===== config.mk =====
export PLATFORM = sky130hd
export DESIGN_NAME = dma_copy_engine
export DESIGN_NICKNAME = d
export VERILOG_FILES = /design/src/rtl/dma_copy_engine.sv
export SDC_FILE = /design/constraint.sdc
export NUM_CORES = 1
export LEC_CHECK = 0
export ABC_AREA = 1
export CAP_MARGIN = 10
export CELL_PAD_IN_SITES_DETAIL_PLACEMENT = 1
export CELL_PAD_IN_SITES_GLOBAL_PLACEMENT = 2
export CORE_MARGIN = 1
export CORE_UTILIZATION = 31
export CTS_BUF_LIST = sky130_fd_sc_hd__clkbuf_4 sky130_fd_sc_hd__clkbuf_8
export DETAILED_ROUTE_END_ITERATION = 12
export PLACE_DENSITY_LB_ADDON = 0.1
export SYNTH_ARGS = -nofsm -noshare
export SYNTH_HDL_FRONTEND = slang
export SYNTH_SLANG_ARGS = --single-unit

===== constraint.sdc =====
create_clock -name i_clk -period 4.9 [get_ports i_clk]
set_input_delay 1.47 -clock i_clk [delete_from_list [all_inputs] [get_ports i_clk]]
set_output_delay 1.47 -clock i_clk [all_outputs]
set_load 0.01 [all_outputs]

===== src/rtl/dma_copy_engine.sv =====
// Memory-to-memory word copier: CPU-programmed slave registers plus a single-outstanding-read
// bus master that moves COUNTWIDTH-bounded blocks of 32-bit words from SRC to DST.
module dma_copy_engine #(
  parameter int unsigned COUNTWIDTH = 16
) (
  input  logic        i_clk,
  input  logic        i_reset,
  input  logic        i_read,
  input  logic        i_write,
  input  logic [2:0]  i_address,
  input  logic [31:0] i_data_in,
  output logic        o_read_valid,
  output logic [31:0] o_data_out,
  output logic        o_irq,
  output logic        o_master_read,
  output logic        o_master_write,
  output logic [3:0]  o_master_bwe,
  output logic [31:0] o_master_address,
  output logic [31:0] o_master_data_out,
  input  logic        i_master_wait_request,
  input  logic        i_master_read_valid,
  input  logic [31:0] i_master_data_in
);

  typedef enum logic [2:0] {StIdle, StRdReq, StRdWait, StWrReq, StDone} state_e;

  state_e                  r_state;
  logic [31:0]             r_src;
  logic [31:0]             r_dst;
  logic [COUNTWIDTH-1:0]   r_count;
  logic                    r_irq_en;
  logic                    r_done;
  logic                    r_aborted;
  logic                    r_abort_pend;

  logic        w_busy;
  logic        w_ctrl_wr;
  logic        w_start;
  logic        w_abort;
  logic [31:0] w_rd_data;

  assign w_busy    = (r_state != StIdle);
  assign w_ctrl_wr = i_write && (i_address == 3'd3);
  // Abort and start in the same write: abort wins.
  assign w_start   = w_ctrl_wr && i_data_in[0] && !i_data_in[2];
  assign w_abort   = w_ctrl_wr && i_data_in[2];
  assign o_irq     = r_irq_en && (r_done || r_aborted);

  always_comb begin
    w_rd_data = 32'd0;
    case (i_address)
      3'd0:    w_rd_data = r_src;
      3'd1:    w_rd_data = r_dst;
      3'd2:    w_rd_data = 32'(r_count);
      3'd3:    w_rd_data = {30'd0, r_irq_en, 1'b0};
      3'd4:    w_rd_data = {29'd0, r_aborted, r_done, w_busy};
      default: w_rd_data = 32'd0;
    endcase
  end

  always_ff @(posedge i_clk) begin
    if (i_reset) begin
      r_state           <= StIdle;
      r_src             <= 32'd0;
      r_dst             <= 32'd0;
      r_count           <= '0;
      r_irq_en          <= 1'b0;
      r_done            <= 1'b0;
      r_aborted         <= 1'b0;
      r_abort_pend      <= 1'b0;
      o_read_valid      <= 1'b0;
      o_data_out        <= 32'd0;
      o_master_read     <= 1'b0;
      o_master_write    <= 1'b0;
      o_master_bwe      <= 4'd0;
      o_master_address  <= 32'd0;
      o_master_data_out <= 32'd0;
    end else begin
      o_read_valid <= i_read;
      o_data_out   <= i_read ? w_rd_data : 32'd0;

      if (i_write && !w_busy) begin
        if (i_address == 3'd0) r_src   <= i_data_in;
        if (i_address == 3'd1) r_dst   <= i_data_in;
        if (i_address == 3'd2) r_count <= i_data_in[COUNTWIDTH-1:0];
      end
      if (w_ctrl_wr) r_irq_en <= i_data_in[1];
      if (i_write && (i_address == 3'd4)) begin
        if (i_data_in[1]) r_done    <= 1'b0;
        if (i_data_in[2]) r_aborted <= 1'b0;
      end
      if (w_abort && w_busy) r_abort_pend <= 1'b1;

      // FSM status updates follow the register writes so a completion beats a same-cycle clear.
      case (r_state)
        StIdle: begin
          if (w_start) begin
            if (r_count == '0) begin
              r_done <= 1'b1;
            end else begin
              r_done           <= 1'b0;
              r_aborted        <= 1'b0;
              r_abort_pend     <= 1'b0;
              o_master_read    <= 1'b1;
              o_master_address <= {r_src[31:2], 2'b00};
              r_state          <= StRdReq;
            end
          end
        end
        StRdReq: begin
          if (!i_master_wait_request) begin
            o_master_read    <= 1'b0;
            o_master_address <= 32'd0;
            r_state          <= StRdWait;
          end
        end
        StRdWait: begin
          if (i_master_read_valid) begin
            if (r_abort_pend) begin
              r_abort_pend <= 1'b0;
              r_aborted    <= 1'b1;
              r_state      <= StIdle;
            end else begin
              r_src             <= r_src + 32'd4;
              o_master_write    <= 1'b1;
              o_master_bwe      <= 4'hF;
              o_master_address  <= {r_dst[31:2], 2'b00};
              o_master_data_out <= i_master_data_in;
              r_state           <= StWrReq;
            end
          end
        end
        StWrReq: begin
          if (!i_master_wait_request) begin
            o_master_write    <= 1'b0;
            o_master_bwe      <= 4'd0;
            o_master_address  <= 32'd0;
            o_master_data_out <= 32'd0;
            r_dst             <= r_dst + 32'd4;
            r_count           <= r_count - 1'b1;
            if (r_abort_pend) begin
              r_abort_pend <= 1'b0;
              r_aborted    <= 1'b1;
              r_state      <= StIdle;
            end else if (r_count == COUNTWIDTH'(1)) begin
              r_state <= StDone;
            end else begin
              o_master_read    <= 1'b1;
              o_master_address <= {r_src[31:2], 2'b00};
              r_state          <= StRdReq;
            end
          end
        end
        StDone: begin
          r_done  <= 1'b1;
          r_state <= StIdle;
        end
        default: r_state <= StIdle;
      endcase
    end
  end

endmodule


==> results.yml <==
clocking:
  clkLatencyLatePin_ps: 500
  clkTransAtPathRegs_ps: 100
  cts_buffers: 17
  cts-root-buf: "clkbuf_8"
  cts_resized: 0
  cts_tree: "built"
  post_cts_buffers: 0
  postCtsHoldBufs: 0
  cts_sinks: 184
  clock_path_buffers: 2
  cts.htree.levels: 4
routing:
  drc: 0
  firstDrtPassIters: 5
  avgViaCountPerCell: 5.03
  routed_wl_um: 40600
  num_vias: 11300
  wl_per_cell_um: 18.0
  drt_iter0_markers: 801
  drtAntennaViolNets: 0
floorplan:
  fp.dieW_um: 185
  io_pins: 177
  row_count: 66
  initial_core_util_pct: 31.7
  die_h_um: 185
  core_area_um2: 32600
  die_area_um2: 34000
yosys:
  synth_edf_count: 0
  async_flop_share_pct: 0
  synth_top_area_share_pct: 35.7
  ys.flop_type: "dfxtp_1"
  avgSynthCellArea_um2: 6.13
  yosysWarnings: 0
  ys_ff_latch: 184
  syn_inst: 1684
  synth_area_um2: 10300
  synth_top_area_cell: "dfxtp_1"
  synth.area.top_cells: "dfxtp_1 36%, nand2_1 18%, a21oi_1 8.2%"
  yosysSeqAreaShare_pct: 35.7
  synth_cell_types: 39
sta:
  setup_slack_ps: 1610
  min_period_over_period_pct: 67.1
  fmax_mhz: 304
  worst_pin_slew_ps: 1130
  whs_ps: 465
  setup_viol: 0
  maxSlewHeadroom_pct: 24.6
  fin_tns_setup_ps: 0
  drv_slew: 0
  period_minus_slack_ps: 3290
  rsz0062_at_grt: "false"
  clock_skew_ps: 16.1
  finalHoldViolations: 0
critical_path:
  worst-path-max-fanout: 26
  required_ps: 5330
  cp-start-kind: "primary input"
  crit_type: "primary input to flop"
  endpoint_kind: "flop"
  arrival_ps: 3710
pwr:
  p_seq_share_pct: 51.1
  p_clk_share_pct: 39.4
  p_leak_nw: 5.07
  intPower_mw: 2.22
  ir_drop_mv: 0.151
  power.switching_mw: 0.827
  power.total_mw: 3.05
  power.density_nw_per_um2: 239
  combPwrFrac_pct: 9.5
  swShare_pct: 27.1
layout:
  nets: 1875
  finalNonFillerCells: 2251
  area_growth_pct: 23.6
  final_area_um2: 12800
  num_antenna_cells: 0
  final_util_pct: 39.1
  layout_common_cells: "486 x nand2_1, 189 x nor2_1, 184 x dfxtp_1"
  drive_above_1_share_pct: 3.98
  layout_commonest_cell: "nand2_1"
place:
  placed_area_um2: 12300
  dp_cells: 2220
  port_buffers: 174
  place_ws_ps: 1080
  gp_congestion: 0.871
  hpwl_um: 30100
global_routing:
  overflow: 0
  grt_pass1_wl_um: 63800
  grt_max_degree: 64
  gr-usage-all-layers_pct: 24.3
  first_global_vias: 11100
  antenna_found_initial: 0
hold_path:
  worst_hold_path_type: "flop to flop"
run:
  maxCapViolations: 0
outcome:
  outcome: "finished, final reports clean"
[cells in the mapped netlist (2+ instances only)]
master	count
a211oi_1	2
a21oi_1	170
a31oi_1	4
and3_1	3
buf_1	2
buf_2	28
buf_4	13
clkbuf_1	58
clkinv_1	2
dfxtp_1	184
ha_1	5
inv_1	181
inv_2	8
nand2_1	486
nand2_2	2
nand3_1	128
nand3b_1	3
nand4_1	43
nor2_1	191
nor2_2	3
nor3_1	18
nor4_1	2
o211ai_1	23
o21ai_0	79
o21ai_1	17
o221ai_1	9
o22ai_1	5
xor2_1	4
[power groups by stage]
stage	Clock, mW	Sequential (mW)	Combinational, mW
2_1_floorplan	0	1.57	0.148
3_3_place_gp	0	1.59	0.285
3_5_place_dp	0	1.59	0.288
4_1_cts	1.24	1.56	0.290
5_1_grt	1.30	1.56	0.321
6_report	1.20	1.56	0.290
[cell families after synthesis]
family	Yosys count	share of synthesized area [%]
flip-flops	184	35.7
buffers and inverters	292	11.4
adder cells (fa/ha/maj)	5	0.606
other	1	0.0363
AND/OR/NAND/NOR	884	35.5
AO/OA/AOI/OAI	313	16.3
XOR/XNOR	5	0.424
[final timing paths]
check / from / endpoint / slack, ps / cells past startpoint
hold / removal: o_master_data_out[10] / o_master_data_out[10] / 470 / 2
setup / recovery: i_address[0] / r_src[13] / 1610 / 10
setup reg to reg: r_count[9] / o_master_read / 2080 / 8
hold reg to reg: o_master_data_out[10] / o_master_data_out[10] / 470 / 2
[sequential cells by signal, indices dropped and copies added (netlist names)]
signal and flops:
o_read_valid 1, r_state 3, o_master_data_out 32, r_aborted 1, o_master_read 1, r_done 1, r_dst 32, o_master_bwe 1
r_irq_en 1, r_count 16, r_abort_pend 1, o_data_out 32, o_master_address 30, r_src 32
[worst max-delay path, cell delays in order]
cell and delay [ps]:
clkdlybuf4s50_1 460, nor2_1 160, nand2_1 70, buf_4 190, inv_1 80, nand2_1 510, buf_4 400, a21oi_1 110
o21ai_0 100, a21oi_1 150
[layout make-up]
cell class / count / area [um^2]
fill: 4261 / 19900
multi-input combinational: 1209 / 5480
clock buffer: 20 / 269
clock inverter: 11 / 171
sequential: 184 / 3680
inverter: 191 / 717
tap: 442 / 553
timing repair buffer: 194 / 1890
[layer usage]
metal  vias up  track usage [%]  wire [um]  part of all wire, %
li1       5638                -          -                    -
met1      5389             36.2      20700                   51
met2       261             35.8      17100                   42
met3        29             4.35       2280                  5.6
met4         0             5.70        489                  1.2
met5         -                0          0                    0
Power figures use the tool's default switching activity.
